===== config.mk =====
export PLATFORM = sky130hd
export DESIGN_NAME = fifo_serial_tx_flat
export DESIGN_NICKNAME = d
export VERILOG_FILES = /design/src/rtl/fifo_serial_tx_pkg.sv /design/src/rtl/fifo_serial_tx_if.sv /design/src/rtl/fifo_serial_tx_occ_track.sv /design/src/rtl/fifo_serial_tx.sv /design/src/flat_wrapper.sv
export SDC_FILE = /design/constraint.sdc
export NUM_CORES = 1
export LEC_CHECK = 0
export ABC_AREA = 1
export CELL_PAD_IN_SITES_DETAIL_PLACEMENT = 0
export CELL_PAD_IN_SITES_GLOBAL_PLACEMENT = 1
export CORE_UTILIZATION = 33
export CTS_CLUSTER_DIAMETER = 200
export DETAILED_ROUTE_END_ITERATION = 8
export PLACE_DENSITY = 0.78
export SLEW_MARGIN = 20
export SYNTH_ARGS = -nofsm -noshare
export SYNTH_HDL_FRONTEND = slang
export SYNTH_SLANG_ARGS = --single-unit

===== constraint.sdc =====
create_clock -name clk -period 1.8 [get_ports clk]
set_clock_uncertainty 0.05 [all_clocks]
set_input_delay 0.27 -clock clk [delete_from_list [all_inputs] [get_ports clk]]
set_output_delay 0.27 -clock clk [all_outputs]
set_load 0.01 [all_outputs]

===== src/rtl/fifo_serial_tx_pkg.sv =====
// Shared constants and FSM encoding for the FIFO drain-side serializer
// and its shadow occupancy tracker.
package fifo_serial_tx_pkg;

   localparam int DATA_W_DEF  = 8;
   localparam int DEPTH_DEF   = 8;
   localparam int BIT_CYC_DEF = 4;
   localparam int OCC_W_DEF   = $clog2(DEPTH_DEF + 1);

   typedef enum logic [2:0] {
      S_IDLE  = 3'd0,
      S_LOAD  = 3'd1,
      S_START = 3'd2,
      S_DATA  = 3'd3,
      S_STOP  = 3'd4
   } state_e;

endpackage


===== src/rtl/fifo_serial_tx_if.sv =====
// Signal bundle between the FIFO environment and the serializer.
// The serializer sits on the slave side; the FIFO/writer side is the master.
interface fifo_serial_tx_if
   import fifo_serial_tx_pkg::*;
#(
   parameter int DATA_W = DATA_W_DEF,
   parameter int OCC_W  = OCC_W_DEF
);

   logic              fifo_wen_mon;
   logic              fifo_ren;
   logic [DATA_W-1:0] fifo_dout;
   logic              fifo_error;
   logic              tx;
   logic              busy;
   logic [OCC_W-1:0]  occupancy;
   logic              err;

   modport master (
      output fifo_wen_mon, fifo_dout, fifo_error,
      input  fifo_ren, tx, busy, occupancy, err
   );

   modport slave (
      input  fifo_wen_mon, fifo_dout, fifo_error,
      output fifo_ren, tx, busy, occupancy, err
   );

endinterface


===== src/rtl/fifo_serial_tx_occ_track.sv =====
// Shadow occupancy counter for a flagless FIFO, built from observed
// read/write strobes. Reads win over writes; a write into a full FIFO flags ovf.
module fifo_occ_track
   import fifo_serial_tx_pkg::*;
#(
   parameter int DEPTH = DEPTH_DEF,
   parameter int OCC_W = $clog2(DEPTH + 1)
) (
   input  logic             clk,
   input  logic             rst_n,
   input  logic             wen_mon_i,
   input  logic             ren_i,
   output logic [OCC_W-1:0] occupancy_o,
   output logic             ovf_o
);

   logic [OCC_W-1:0] occ_q, occ_d;
   logic             full;

   assign full  = (occ_q == OCC_W'(DEPTH));
   assign ovf_o = wen_mon_i && !ren_i && full;

   always_comb begin
      occ_d = occ_q;
      if (ren_i) begin
         if (occ_q != '0) occ_d = occ_q - OCC_W'(1);
      end else if (wen_mon_i && !full) begin
         occ_d = occ_q + OCC_W'(1);
      end
   end

   always_ff @(posedge clk) begin
      if (!rst_n) occ_q <= '0;
      else        occ_q <= occ_d;
   end

   assign occupancy_o = occ_q;

endmodule


===== src/rtl/fifo_serial_tx.sv =====
// Pops bytes from a flagless FIFO and serializes them UART-style
// (start, DATA_W bits LSB first, stop) with BIT_CYC clocks per bit.
module fifo_serial_tx
   import fifo_serial_tx_pkg::*;
#(
   parameter int DATA_W  = DATA_W_DEF,
   parameter int DEPTH   = DEPTH_DEF,
   parameter int BIT_CYC = BIT_CYC_DEF
) (
   input logic             clk,
   input logic             rst_n,
   fifo_serial_tx_if.slave bus
);

   localparam int OCC_W = $clog2(DEPTH + 1);
   localparam int CYC_W = $clog2(BIT_CYC) + 1;
   localparam int BIT_W = $clog2(DATA_W);

   state_e            state_q, state_d;
   logic [DATA_W-1:0] shift_q, shift_d;
   logic [BIT_W-1:0]  bit_q, bit_d;
   logic [CYC_W-1:0]  cyc_q, cyc_d;
   logic              tx_q, tx_d;
   logic              err_q, err_d;
   logic              ren;
   logic              ovf;
   logic              bit_end;
   logic [OCC_W-1:0]  occ;

   fifo_occ_track #(
      .DEPTH (DEPTH),
      .OCC_W (OCC_W)
   ) u_occ (
      .clk         (clk),
      .rst_n       (rst_n),
      .wen_mon_i   (bus.fifo_wen_mon),
      .ren_i       (ren),
      .occupancy_o (occ),
      .ovf_o       (ovf)
   );

   // Holding off while the writer is active keeps ren and wen mutually exclusive.
   assign ren     = (state_q == S_IDLE) && (occ != '0) && !bus.fifo_wen_mon && rst_n;
   assign bit_end = (cyc_q == CYC_W'(BIT_CYC - 1));

   always_comb begin
      state_d = state_q;
      shift_d = shift_q;
      bit_d   = bit_q;
      cyc_d   = cyc_q;
      err_d   = err_q | ovf | bus.fifo_error;

      case (state_q)
         S_IDLE: begin
            cyc_d = '0;
            bit_d = '0;
            if (ren) state_d = S_LOAD;
         end
         S_LOAD: begin
            shift_d = bus.fifo_dout;
            cyc_d   = '0;
            state_d = S_START;
         end
         S_START: begin
            if (bit_end) begin
               cyc_d   = '0;
               bit_d   = '0;
               state_d = S_DATA;
            end else begin
               cyc_d = cyc_q + CYC_W'(1);
            end
         end
         S_DATA: begin
            if (bit_end) begin
               cyc_d   = '0;
               shift_d = shift_q >> 1;
               bit_d   = bit_q + BIT_W'(1);
               if (bit_q == BIT_W'(DATA_W - 1)) state_d = S_STOP;
            end else begin
               cyc_d = cyc_q + CYC_W'(1);
            end
         end
         S_STOP: begin
            if (bit_end) begin
               cyc_d   = '0;
               state_d = S_IDLE;
            end else begin
               cyc_d = cyc_q + CYC_W'(1);
            end
         end
         default: begin
            state_d = S_IDLE;
         end
      endcase

      // tx is registered, so it is derived from the state being entered.
      case (state_d)
         S_START: tx_d = 1'b0;
         S_DATA:  tx_d = shift_d[0];
         default: tx_d = 1'b1;
      endcase
   end

   always_ff @(posedge clk) begin
      if (!rst_n) begin
         state_q <= S_IDLE;
         shift_q <= '0;
         bit_q   <= '0;
         cyc_q   <= '0;
         tx_q    <= 1'b1;
         err_q   <= 1'b0;
      end else begin
         state_q <= state_d;
         shift_q <= shift_d;
         bit_q   <= bit_d;
         cyc_q   <= cyc_d;
         tx_q    <= tx_d;
         err_q   <= err_d;
      end
   end

   assign bus.fifo_ren  = ren;
   assign bus.tx        = tx_q;
   assign bus.busy      = (state_q != S_IDLE);
   assign bus.occupancy = occ;
   assign bus.err       = err_q;

endmodule

===== src/flat_wrapper.sv =====
// flat-port wrapper written by rule: the top's interface ports become plain ports
module fifo_serial_tx_flat import fifo_serial_tx_pkg::*;
#(
   parameter int DATA_W  = DATA_W_DEF,
   parameter int DEPTH   = DEPTH_DEF,
   parameter int BIT_CYC = BIT_CYC_DEF
)
  (clk, rst_n, bus_fifo_wen_mon, bus_fifo_dout, bus_fifo_error, bus_fifo_ren, bus_tx, bus_busy, bus_occupancy, bus_err);
  fifo_serial_tx_if #(.DATA_W(DATA_W)) bus_i ();
  input logic clk;
  input logic rst_n;
  input wire logic [$bits(bus_i.fifo_wen_mon)-1:0] bus_fifo_wen_mon;
  input wire logic [$bits(bus_i.fifo_dout)-1:0] bus_fifo_dout;
  input wire logic [$bits(bus_i.fifo_error)-1:0] bus_fifo_error;
  output wire logic [$bits(bus_i.fifo_ren)-1:0] bus_fifo_ren;
  output wire logic [$bits(bus_i.tx)-1:0] bus_tx;
  output wire logic [$bits(bus_i.busy)-1:0] bus_busy;
  output wire logic [$bits(bus_i.occupancy)-1:0] bus_occupancy;
  output wire logic [$bits(bus_i.err)-1:0] bus_err;
  assign bus_i.fifo_wen_mon = bus_fifo_wen_mon;
  assign bus_i.fifo_dout = bus_fifo_dout;
  assign bus_i.fifo_error = bus_fifo_error;
  assign bus_fifo_ren = bus_i.fifo_ren;
  assign bus_tx = bus_i.tx;
  assign bus_busy = bus_i.busy;
  assign bus_occupancy = bus_i.occupancy;
  assign bus_err = bus_i.err;
  fifo_serial_tx #(.DATA_W(DATA_W), .DEPTH(DEPTH), .BIT_CYC(BIT_CYC)) u_core (.clk(clk), .rst_n(rst_n), .bus(bus_i));
endmodule

==> impl_metrics.csv <==
group,metric,value,unit
outcome,status,"finished clean",
worst_setup_path,critical_path_class,"flip-flop to output pin",
timing,slew_viol_final,0,
power,p_comb_frac,0.338,
global_route,grt_remaining_overflow,0,
power,seqPwrFrac,0.463,
power,p_leak,0.635,nW
clock_network,insertion_delay,0.32,ns
final_layout,finalNetCount,215,
die,fp.dieArea,3730,sq um
synth,ys.warnings.count,0,
placed_design,gp_congestion,0.802,
power,p_switching,0.401,mW
power,ir_drop,0.299,mV
global_route,grt_max_degree,14,
worst_setup_path,crit_start,"u_core.state_q[1]",
synth,syn_inst,162,
detailed_routing,wirelength,2740,um
detailed_routing,drc,0,
timing,grt_setup_unrepaired,"true",
timing,fin_setup_tns,0,ns
power,power.density,792,nW/um^2
global_route,use_met1,0.197,
synth,syn_nets,180,
clock_network,cts_hold_buf,0,
worst_setup_path,endpoint,"bus_busy",
worst_setup_path,rr_endpoint,"u_core.u_occ.occupancy_o[3]",
placed_design,hpwl,2100,um
global_route,top_usage_layer,"met2",
final_layout,regArea,463,sq um
die,die_w,61.1,um
synth,synth_area_per_cell,7.11,sq um
global_route,grt_pass1_wl,4470,um
worst_setup_path,max_stage_delay,0.54,ns
final_layout,area_growth,36.4,%
synth,synth_area_leaders,"dfxtp_1, nand2_1, nand3_1",
synth,ys_types,22,
worst_setup_path,slowest_stage,"clkdlybuf4s50_1",
worst_setup_path,crit_fanout,5,
power,p_int,0.842,mW
timing,tightest_slew,0.351,ns
clock_network,cts-root-buf,"clkbuf_4",
placed_design,dp.cells,236,
detailed_routing,dr.first_iter.drc_count,45,
detailed_routing,drt_pre_antenna_iters,4,
detailed_routing,viasPerCell,4.89,
power,swShare,0.323,
clock_network,cts_tree,"yes",
worst_setup_path,cp-end-kind,"output pin",
global_route,grt_pass1_vias,1046,
global_route,antenna_found_initial,0,
global_route,use_met2,0.283,
clock_network,numCtsBuffers,3,
clock_network,cts_max_level,1,
die,core-area,3340,sq um
synth,synth-seq-area-share,0.400,
die,start_util,0.345,
hold_path,hold_path_class,"flip-flop to flip-flop",
die,ios,20,
final_layout,antenna_cells,0,
worst_setup_path,worstRegToRegCells,13,
timing,hold_violations,0,
timing,slew_headroom,0.766,
worst_setup_path,cp_data_arrival_time,1.40,ns
worst_setup_path,timing.rr.start,"u_core.state_q[0]",
worst_setup_path,path_depth,3,
die,die-height,61.1,um
job,cap_viol_max_count,0,
clock_network,clk_path_buf_depth,2,
detailed_routing,num_vias,1183,
final_layout,drive_gt1_frac,0.179,
final_layout,fillerInstances,355,
timing,setup_viol,0,
hold_path,worstHoldStart,"u_core.cyc_q[2]",
clock_network,clk_pin_slew_worst_paths,0.13,ns
synth,synth_top_area_frac,0.400,
global_route,grt_use_total,0.161,
synth,ys_dominant_reg_cell,"dfxtp_1",
clock_network,clock-sinks,23,
timing,max_freq,0.582,GHz
synth,ys_seq_elements,23,
synth,netlist.top_cell.by_area,"dfxtp_1",
worst_setup_path,path_buf_inv,2,
placed_design,numPortBuffers,19,
detailed_routing,antenna_left,0,
synth,syn_area,1150,sq um
synth,async_flop_share,0,
synth,synth_enable_flop_cells,0,
detailed_routing,wl_per_cell,11.3,um
worst_setup_path,r2r_slack,0.12,ns
synth,post-synth-top-count-cell,"nand2_1",
worst_setup_path,crit_family,"buffers and inverters",
die,fp-row-count,21,
final_layout,multi_input_area,664,sq um
final_layout,finalNonFillerCells,242,
timing,min_period_over_period,0.955,
global_route,gr-usage-met3,0.0273,
synth,synth_common_cells,"nand2_1, dfxtp_1, nand3_1",
worst_setup_path,start_kind,"flip-flop",
worst_setup_path,worstPathCellList,"inv_2, nand2_2, clkdlybuf4s50_1",
timing,finalCriticalPeriod,1.72,ns
worst_setup_path,cp.required,1.48,ns
power,pwr-share-clk,0.199,
[power groups by stage]
stage / clock network (mW) / logic, mW / registers, mW
final: 0.247 / 0.421 / 0.576
after global routing: 0.281 / 0.467 / 0.581
after CTS: 0.259 / 0.397 / 0.574
after detailed placement: 0 / 0.394 / 0.585
after global placement: 0 / 0.382 / 0.582
after floorplan: 0 / 0.202 / 0.601
[area by class of cell]
class,count,area share
clock buffers,3,0.0143
clock inverters,1,0.00319
inverters,18,0.0446
multi-input cells,119,0.423
flip-flops and latches,23,0.295
well taps,46,0.0367
repair buffers,32,0.183
[how the worst min path moves through the flow]
| stage | end | slack [ns] | cells past startpoint |
|---|---|---|---|
| CTS | u_core.cyc_q[2] | 0.41 | 2 |
| global route | u_core.cyc_q[2] | 0.43 | 2 |
| finish | u_core.cyc_q[2] | 0.40 | 2 |
| floorplan | u_core.bus.err | 0.35 | 1 |
| detailed placement | u_core.cyc_q[2] | 0.38 | 2 |
| global placement | u_core.cyc_q[2] | 0.38 | 2 |
[flip-flops by register name, summed over array words and instances (netlist names)]
| signal | count |
|---|---|
| u_core.shift_q | 8 |
| u_core.u_occ.occupancy_o | 4 |
| u_core.bit_q | 3 |
| u_core.cyc_q | 3 |
| u_core.state_q | 3 |
| u_core.bus.err | 1 |
| u_core.bus.tx | 1 |
[metrics by stage]
stage	util	cell area [sq um]	total power, mW	hold slack, ns	setup WS, ns
2_1_floorplan	-	1170	0.803	0.352	0.0427
3_3_place_gp	0.448	1500	0.963	0.379	-0.163
3_5_place_dp	0.448	1500	0.979	0.384	-0.244
4_1_cts	0.458	1530	1.23	0.406	0.000700
5_1_grt	0.471	1570	1.33	0.426	0.00799
6_report	0.471	1570	1.24	0.403	0.0808
[layout by cell type (no fill, tap or decap), types with 2 or more instances in the layout]
master / n
nand2_1: 39
dfxtp_1: 21
nand3_1: 18
clkdlybuf4s50_1: 18
inv_1: 15
a21oi_1: 15
nor2_1: 13
buf_4: 13
a31oi_1: 7
o21ai_0: 5
nand2_2: 4
ha_1: 3
clkbuf_4: 3
nor2_4: 2
inv_2: 2
nor2_2: 2
ha_4: 2
dfxtp_2: 2
[worst reg2reg max path, delay by kind of cell, from the launching register on]
family / cells / cell delay [ns]
adder cells (fa/ha/maj): 1 / 0.21
AND/OR/NAND/NOR: 11 / 0.94
buffers and inverters: 1 / 0.08
flip-flops: 1 / 0.36
[per-layer routing]
metal	wire, um	up-vias
met4	33	0
met5	0	-
met3	112	4
li1	-	604
met2	1340	29
met1	1250	546
[repair_timing]
item	in CTS	in global routing
resized for setup	1	9
pin swaps	1	8
buffers inserted	1	1
endpoints found under the setup margin	2	2
[kinds of logic after synthesis]
logic type / after synthesis / share of synthesized area
adder cells (fa/ha/maj): 6 / 0.0717
AO/OA/AOI/OAI: 31 / 0.152
XOR/XNOR: 1 / 0.00761
AND/OR/NAND/NOR: 81 / 0.302
buffers and inverters: 20 / 0.0663
flip-flops: 23 / 0.400
No activity file was read; power rests on OpenSTA's default activity.
